`src/rtl/uart_frame_demux.sv`:
```
// Splits a stream of 16-bit words into sync / data / checksum frames and
// presents the data fields on a flat bus once the checksum has been verified.
module uart_frame_demux #(
  parameter int          CHANNELS  = 4,
  parameter int          DATA_W    = 12,
  parameter logic [15:0] SYNC_WORD = 16'hA55A,
  parameter int          TIMEOUT   = 65535
) (
  input  logic                         clk,
  input  logic                         rst,
  input  logic [15:0]                  word_in,
  input  logic                         word_valid,
  output logic [CHANNELS*DATA_W-1:0]   ch_data,
  output logic                         frame_valid,
  output logic                         frame_err,
  output logic [7:0]                   err_count
);

  localparam logic [3:0]  LAST_IDX   = 4'(CHANNELS - 1);
  localparam logic [19:0] TIMEOUT_M1 = 20'(TIMEOUT - 1);

  typedef enum logic [1:0] {HUNT, DATA, CHECK} state_t;

  state_t      state_reg;
  logic [3:0]  idx_reg;
  logic [15:0] sum_reg;
  logic [19:0] idle_reg;

  logic accept_data;
  logic load_frame;
  logic bad_frame;
  logic timeout_hit;
  logic error_event;

  assign accept_data = (state_reg == DATA) && word_valid;
  assign load_frame  = (state_reg == CHECK) && word_valid && (word_in == sum_reg);
  assign bad_frame   = (state_reg == CHECK) && word_valid && (word_in != sum_reg);
  // Fires on the idle clock that brings the counter up to TIMEOUT.
  assign timeout_hit = (state_reg != HUNT) && !word_valid && (idle_reg == TIMEOUT_M1);
  assign error_event = bad_frame || timeout_hit;

  always_ff @(posedge clk or negedge rst) begin
    if (!rst) begin
      state_reg   <= HUNT;
      idx_reg     <= '0;
      sum_reg     <= '0;
      idle_reg    <= '0;
      frame_valid <= 1'b0;
      frame_err   <= 1'b0;
      err_count   <= '0;
    end else begin
      frame_valid <= load_frame;
      frame_err   <= error_event;
      if (error_event && (err_count != 8'hFF))
        err_count <= err_count + 8'd1;

      case (state_reg)
        HUNT: begin
          if (word_valid && (word_in == SYNC_WORD)) begin
            state_reg <= DATA;
            idx_reg   <= '0;
            sum_reg   <= '0;
            idle_reg  <= '0;
          end
        end
        DATA: begin
          if (word_valid) begin
            sum_reg  <= sum_reg + word_in;
            idle_reg <= '0;
            idx_reg  <= idx_reg + 4'd1;
            if (idx_reg == LAST_IDX)
              state_reg <= CHECK;
          end else if (timeout_hit) begin
            state_reg <= HUNT;
            idle_reg  <= '0;
          end else begin
            idle_reg <= idle_reg + 20'd1;
          end
        end
        CHECK: begin
          if (word_valid || timeout_hit) begin
            state_reg <= HUNT;
            idle_reg  <= '0;
          end else begin
            idle_reg <= idle_reg + 20'd1;
          end
        end
        default: state_reg <= HUNT;
      endcase
    end
  end

  // Per-channel shadow field and output field; outputs change only on a verified frame.
  for (genvar gi = 0; gi < CHANNELS; gi++) begin : g_ch
    logic [DATA_W-1:0] shadow_reg;
    logic [DATA_W-1:0] out_reg;

    always_ff @(posedge clk or negedge rst) begin
      if (!rst) begin
        shadow_reg <= '0;
        out_reg    <= '0;
      end else begin
        if (accept_data && (idx_reg == 4'(gi)))
          shadow_reg <= word_in[DATA_W-1:0];
        if (load_frame)
          out_reg <= shadow_reg;
      end
    end

    assign ch_data[gi*DATA_W +: DATA_W] = out_reg;
  end

endmodule
```
`config.mk`:
```
export PLATFORM = sky130hd
export DESIGN_NAME = uart_frame_demux
export DESIGN_NICKNAME = d
export VERILOG_FILES = /design/src/rtl/uart_frame_demux.sv
export SDC_FILE = /design/constraint.sdc
export NUM_CORES = 1
export LEC_CHECK = 0
export ABC_AREA = 1
export CORE_MARGIN = 2
export CORE_UTILIZATION = 28
export CTS_CLUSTER_DIAMETER = 60
export DETAILED_ROUTE_END_ITERATION = 8
export PLACE_DENSITY_LB_ADDON = 0.08
export SLEW_MARGIN = 20
export SYNTH_ARGS = -nofsm -noshare
export SYNTH_HDL_FRONTEND = slang
export SYNTH_SLANG_ARGS = --single-unit
```
`constraint.sdc`:
```
create_clock -name clk -period 1.64 [get_ports clk]
set_clock_uncertainty 0.1 [all_clocks]
set_input_delay 0.41 -clock clk [delete_from_list [all_inputs] [get_ports clk]]
set_output_delay 0.41 -clock clk [all_outputs]
set_load 0.01 [all_outputs]
```
==> impl_results.md, run 1 <==
- Outcome: finished, violations left
- Violations in the final reports: negative setup slack
- Register bit count reported by yosys: 148
- Minimum period implied by the final worst setup slack: between 1.5 and 2 ns
- Fin Setup TNS: -14.15 ns
- Total of warnings raised by yosys: 0
- Critical Path Sink Type: register
- Net count after synthesis: 983
- R2R setup slack: -0.25 ns
- Max-cap violations: 0
- Crit path capture: g_ch[3].out_reg[10]$_DFFE_PN0P_
- Mean routed wirelength per cell: 14.9 um
- Data arrival time of the worst path: 2.10 ns
- Tightest slew margin relative to the limit: 77.4%
- Beginning of the worst register-to-register path: sum_reg[4]$_DFFE_PN0P_
- Sequential fraction of the synthesis area: approximately half
- Synth-to-Final Area Change: 59.1%
- Post-layout net count: 1,222
- Commonest non-fill, non-tap cell in the layout: sky130_fd_sc_hd__nand2_1
- Total GRT Usage: about 16%
- Type of element launching the critical path: register
- Area of the die: 27,900 um^2
- Maximum achievable frequency: 0.530 GHz
- Antenna diode count: 0
- Mean Syn Cell Area: about 7.9 um^2
- Post-detailed-route DRC marker count: 0
- Die span in x: 167 um
- CTS max path bufs: 2
- Beginning of the critical path: sum_reg[4]$_DFFE_PN0P_
- Final count of negative-setup-slack endpoints: 88
- Placed wire-length estimate: ~15 mm
- Critical path peak fanout: 16
- Setup repair after global routing missed its margin: true
- Count of routing violations after the opening detailed-route iteration: 290
- Number of routed nets with antenna violations: 0
- Vias: 6,705
- Io pins: 77
- Highest ir drop seen on vdd: 0.000588 V
- Detailed Routing Iterations Pass 1: 4
- Clock-pin transition on the worst setup and hold timing paths: 0.07 ns
- Fraction of synthesized cell area taken by the top area cell type: between 40% and 50%
- Total congestion overflow: 0
- Effective utilization at floorplan: approximately 29%
- Initial antenna violation count: 0
- Path category of the worst min-delay check: input port to async pin
- Endpoint of the lowest-slack register-to-register path: g_ch[3].out_reg[10]$_DFFE_PN0P_
- Part of the cycle the worst path needs: 115%
- Final count of pins violating max slew: 0
- Number of clock sinks: roughly 150
- Worst-skew pair later-pin latency: 0.43 ns
- Synth unique cells: 34
- Worst path buffer plus inverter count: 3
- Post-Syn Area: about 7400 um^2
- Die boundary height: 167 um
- Kind of cell with the highest combined delay on the critical path: simple AND/OR/NAND/NOR gates
- Most numerous cell on the critical path: sky130_fd_sc_hd__nand3_2
- Global-route wire length before repair: 35.4 mm
- Logic depth of the worst register-to-register path: 10
- Commonest cells after routing, fill and taps aside: sky130_fd_sc_hd__nand2_1, sky130_fd_sc_hd__dfrtp_1, sky130_fd_sc_hd__buf_4
- Largest net degree at the start of global routing: 34
- H-tree depth reported by CTS: 4
- Aggregate routed wire length: about 23 mm
- Power per unit of standard cell area: 1220 nW/um^2
- Critical path type: register to register
- Critical path's slowest cell: sky130_fd_sc_hd__dfrtp_1
- Vias in the first global route: approximately 6.7k
- Maximum cell stage delay along the critical path: 0.42 ns
- Master cell of the clock root buffer: sky130_fd_sc_hd__clkbuf_16
- Cell Rows: 59
- Post-placement cell area: between 9000 and 10,000 um^2
- Minimum setup slack in the final design: -0.248 ns
- Num CTS Buffers: 17
- Cell Chain, Critical Path: ha_4 > inv_1 > nand3_2 > nor2_2 > nand3_2 > inv_2 > nand2_8 > clkbuf_16 > nand2_1 > o21ai_1
- Critical Path RT: 1.85 ns
- Fraction of layout instances using a drive strength above 1: between 30% and 40%
- Count of mapped cells out of synthesis: roughly 940
- Core region area: 26,100 um^2
- Total number of cells along the worst setup path: 10
- Leakage power total: 5.94 nW
- TritonCTS clock tree: done
- Final Cell Area: around 12,000 um^2
- Routability congestion estimate: 0.828
- Top post-synthesis cells by area: sky130_fd_sc_hd__dfrtp_1, sky130_fd_sc_hd__nand2_1, sky130_fd_sc_hd__o21ai_0
- Post-detailed-route via-to-cell ratio: 4.40
- Biggest area consumer among synthesized cells: sky130_fd_sc_hd__dfrtp_1
- Final hold viol count: 0
- Total power of the final layout: 14.4 mW
- Port bufs: 76
- Transition time at the pin with the least slew margin: roughly 0.34 ns
-- kinds of logic (layout without fill, tap and decap cells) --
logic type | count (synthesis) | count (layout) | synth area share (%)
buffers and inverters | 130 | 381 | 7.73
XOR/XNOR | 9 | 9 | 1.06
AO/OA/AOI/OAI | 104 | 104 | 7.10
adder cells (fa/ha/maj) | 26 | 26 | 4.47
flip-flops | 148 | 148 | 49.7
AND/OR/NAND/NOR | 521 | 522 | 29.9
-- synthesized netlist by cell type (all sizes together) --
library cell / instances
nand2: 367
or2: 1
clkbuf: 8
o21a: 1
ha: 25
xor2: 5
a21oi: 20
nor3: 6
buf: 17
nor2: 67
nand3b: 6
inv: 105
fa: 1
o21bai: 1
dfrtp: 148
o21ai: 82
nand4: 8
nand3: 66
xnor2: 4
-- where the power goes --
group	total (mW)	internal (mW)	leakage [nW]	switching [mW]
Sequential	4.85	4.36	1.96	0.483
Combinational	5.93	2.83	3.74	3.10
Clock	3.64	1.95	0.247	1.69
Total	14.4	9.15	5.94	5.27
-- how the worst min path moves through the flow --
stage | startpoint | to | slack, ns | cells past startpoint
5_1_grt | word_in[5] | g_ch[3].shadow_reg[5]$_DFFE_PN0P_ | 0.32 | 4
3_3_place_gp | rst | g_ch[3].out_reg[8]$_DFFE_PN0P_ | 0.20 | 1
6_report | rst | g_ch[3].out_reg[8]$_DFFE_PN0P_ | 0.32 | 2
4_1_cts | rst | g_ch[3].out_reg[8]$_DFFE_PN0P_ | 0.32 | 2
2_1_floorplan | rst | err_count[0]$_DFFE_PN0P_ | 0.01 | 0
3_5_place_dp | rst | g_ch[3].out_reg[8]$_DFFE_PN0P_ | 0.20 | 1
-- metrics by stage --
| stage | hold WS (ns) | instances | setup slack [ns] | util (%) |
|---|---|---|---|---|
| floorplan | 0.0144 | 938 | -0.0954 | - |
| global placement | 0.205 | 1437 | -0.942 | 37.2 |
| detailed placement | 0.197 | 1437 | -0.957 | 37.2 |
| CTS | 0.325 | 1489 | -0.246 | 41.2 |
| global route | 0.322 | 1525 | -0.371 | 45.5 |
| finish | 0.315 | 1525 | -0.248 | 45.5 |
-- routing by layer --
metal  share of wire (%)  track usage [%]  vias up
li1                    -                -     3440
met5                   0                0        -
met2                  50             27.2       66
met1                  47             21.1     3189
met3                 2.0             3.10       10
met4                0.86             3.90        0
-- final cells by class --
cell class	count	area (um^2)
Clock buffer	19	433
Clock inverter	13	100
Fill cell	2594	14200
Inverter	105	434
Multi-Input combinational cell	661	4260
Sequential cell	148	3710
Tap cell	335	419
Timing Repair Buffer	243	2490
Timing Repair inverter	1	11.3
-- timing repair --
action                                  CTS  global route
endpoints found under the hold margin    17             0
hold buffers                              1             0
resized for setup                       218           235
pin swaps                                38            77
cloned                                    3             8
endpoints found under the setup margin  189           169
setup buffers                            16            31
Power figures use the tool's default switching activity.
==> run 2, diff against run 1 <==
- CORE_ASPECT_RATIO: unset -> 1.4
- CORE_UTILIZATION: 28 -> 31
==> run 2 against run 1 <==
Sequential power hardly changed. Via count is 0.60% higher. Design area is 1.8% lower. The flow still finishes with violations (negative setup slack). Critical endpoint is now g_ch[0].out_reg[2]$_DFFE_PN0P_. Worst hold slack worse by 0.044 ns. Worst setup slack worse by 0.017 ns. Largest cell class unchanged. Non-clock buffer count is 2 lower. Register-to-register slack worse by 0.02 ns. Critical path depth is 1 higher. Power is 3.4% higher. Global-route usage is 1.5 points higher.
==> impl_results.md, run 2 (same netlist as run 1, synthesis figures left out) <==
- Outcome: finished, violations left
- Violations in the final reports: negative setup slack
- Total congestion overflow: 0
- Detailed Routing Iterations Pass 1: 4
- Final Cell Area: 11,600 um^2
- Num CTS Buffers: 17
- TritonCTS clock tree: done
- Part of the cycle the worst path needs: 116%
- Post-detailed-route via-to-cell ratio: 4.50
- Sequential cell area: 3710 um^2
- Path category of the worst min-delay check: input port to register
- Number of routed nets with antenna violations: 0
- Final count of negative-setup-slack endpoints: 71
- Count of routing violations after the opening detailed-route iteration: 249
- Commonest non-fill, non-tap cell in the layout: sky130_fd_sc_hd__nand2_1
- Vias: 6,745
- Worst-skew pair later-pin latency: 0.43 ns
- Maximum achievable frequency: 0.525 GHz
- Total GRT Usage: 17.5%
- Fin Setup TNS: -14.07 ns
- Final count of pins violating max slew: 0
- Master cell of the clock root buffer: sky130_fd_sc_hd__clkbuf_16
- Die span in x: 135 um
- Data arrival time of the worst path: around 2.2 ns
- Setup repair after global routing missed its margin: true
- Post-layout net count: 1,220
- Area of the multi-input gates: between 4000 and 5000 um^2
- Post-detailed-route DRC marker count: 0
- Critical Path RT: ~1.9 ns
- DP Worst Slack: -0.954 ns
- Type of element launching the critical path: register
- Minimum period implied by the final worst setup slack: about 1.9 ns
- Final hold viol count: 0
- Placed wire-length estimate: between 15 and 20 mm
- Initial antenna violation count: 0
- Minimum setup slack in the final design: -0.265 ns
- CTS max path bufs: 2
- Vias in the first global route: 6,703
- Aggregate routed wire length: approximately 22 mm
- Core region area: 23,800 um^2
- Clock-pin transition on the worst setup and hold timing paths: 0.07 ns
- Critical path type: register to register
- H-tree depth reported by CTS: 4
- Cell Rows: 67
- Fill count: 2,332
- Tightest slew margin relative to the limit: 77.2%
- Critical path peak fanout: 7
- Transition time at the pin with the least slew margin: ~0.34 ns
- Fraction of layout instances using a drive strength above 1: 36.6%
- Global-route wire length before repair: 34.5 mm
- Post-placement cell area: 9620 um^2
- Io pins: 77
- Commonest cells after routing, fill and taps aside: sky130_fd_sc_hd__nand2_1, sky130_fd_sc_hd__dfrtp_1, sky130_fd_sc_hd__buf_4
- Antenna diode count: 0
- Mean routed wirelength per cell: 14.8 um
- Area of the die: ~25,000 um^2
- Highest ir drop seen on vdd: 0.000886 V
- Largest net degree at the start of global routing: 36
- Power per unit of standard cell area: ~1300 nW/um^2
- Routability congestion estimate: 0.864
- Port bufs: 76
- Effective utilization at floorplan: between 30 and 40%
- Max-cap violations: 0
- Number of clock sinks: 148
- Critical Path Sink Type: register
- Synth-to-Final Area Change: 56.2%
- Leakage power total: 5.97 nW
- Die boundary height: 187 um
## run 2: cell count changes in the layout (fill, tap and decap cells not counted), sizes merged
cell,change
buf,-1
bufinv,+5
clkbuf,+13
clkdlybuf4s15,-18
clkinv,-2
clkinvlp,-3
dlygate4sd2,+6
inv,-2
## run 2: area by class of cell
| cell class | instances | area share [%] |
|---|---|---|
| clock inverter | 11 | 1.69 |
| timing repair inverter | 1 | 0.0968 |
| tap | 310 | 3.33 |
| timing repair buffer | 241 | 20.0 |
| sequential | 148 | 31.9 |
| inverter | 105 | 3.64 |
| multi-input combinational | 661 | 35.2 |
| clock buffer | 21 | 4.13 |
## run 2: worst max-delay path: stages (launching register included)
cell and delay, ns:
sky130_fd_sc_hd__dfrtp_1 0.42, sky130_fd_sc_hd__ha_4 0.24, sky130_fd_sc_hd__nor2_2 0.12, sky130_fd_sc_hd__nand2_2 0.07, sky130_fd_sc_hd__nor2_2 0.09, sky130_fd_sc_hd__nand3_2 0.14, sky130_fd_sc_hd__inv_2 0.14, sky130_fd_sc_hd__nand2_8 0.12
sky130_fd_sc_hd__clkinv_8 0.12, sky130_fd_sc_hd__clkbuf_16 0.16, sky130_fd_sc_hd__nand2_1 0.05, sky130_fd_sc_hd__nand2_1 0.05
## run 2: path summary, 6_finish.rpt
path | depth (start not counted) | end | slack, ns | startpoint
max | 11 | g_ch[0].out_reg[2]$_DFFE_PN0P_ | -0.26 | sum_reg[6]$_DFFE_PN0P_
min | 4 | g_ch[3].shadow_reg[0]$_DFFE_PN0P_ | 0.27 | word_in[0]
max in group asynchronous | 3 | g_ch[1].out_reg[3]$_DFFE_PN0P_ | 0.53 | rst
min reg2reg | 2 | g_ch[2].out_reg[1]$_DFFE_PN0P_ | 0.37 | g_ch[2].shadow_reg[1]$_DFFE_PN0P_
max reg2reg | 11 | g_ch[0].out_reg[2]$_DFFE_PN0P_ | -0.26 | sum_reg[6]$_DFFE_PN0P_
min in group asynchronous | 2 | g_ch[3].shadow_reg[9]$_DFFE_PN0P_ | 0.34 | rst
## run 2: stage by stage
| stage | util, % | instances | hold slack [ns] | total power, mW |
|---|---|---|---|---|
| after floorplan | - | 938 | 0.0144 | 7.28 |
| after global placement | 40.4 | 1414 | 0.226 | 8.91 |
| after detailed placement | 40.4 | 1414 | 0.229 | 8.96 |
| after CTS | 45.9 | 1469 | 0.338 | 14.3 |
| after global routing | 48.9 | 1498 | 0.276 | 15.8 |
| final | 48.9 | 1498 | 0.271 | 14.9 |
## run 2: routing by layer
| layer | global-route usage [%] | vias up | share of wire [%] |
|---|---|---|---|
| li1 | - | 3431 | - |
| met1 | 19.9 | 3182 | 40 |
| met2 | 32.0 | 101 | 55 |
| met3 | 3.39 | 31 | 2.3 |
| met4 | 6.97 | 0 | 2.6 |
| met5 | 0 | - | 0 |
## run 2: where the power goes
| group | internal, mW | total [mW] | leakage [nW] | switching [mW] |
|---|---|---|---|---|
| clock | 2.87 | 4.46 | 0.326 | 1.59 |
| combinational | 2.59 | 5.58 | 3.69 | 2.99 |
| sequential | 4.37 | 4.87 | 1.95 | 0.500 |
## run 2: timing repair
action                     in CTS  in global routing
cloned                          4                  7
setup endpoints to repair     206                169
pin swaps                      40                 56
setup buffers                  19                 24
gates resized for setup       249                169
hold buffers                    1                  0
hold endpoints to repair       23                  0
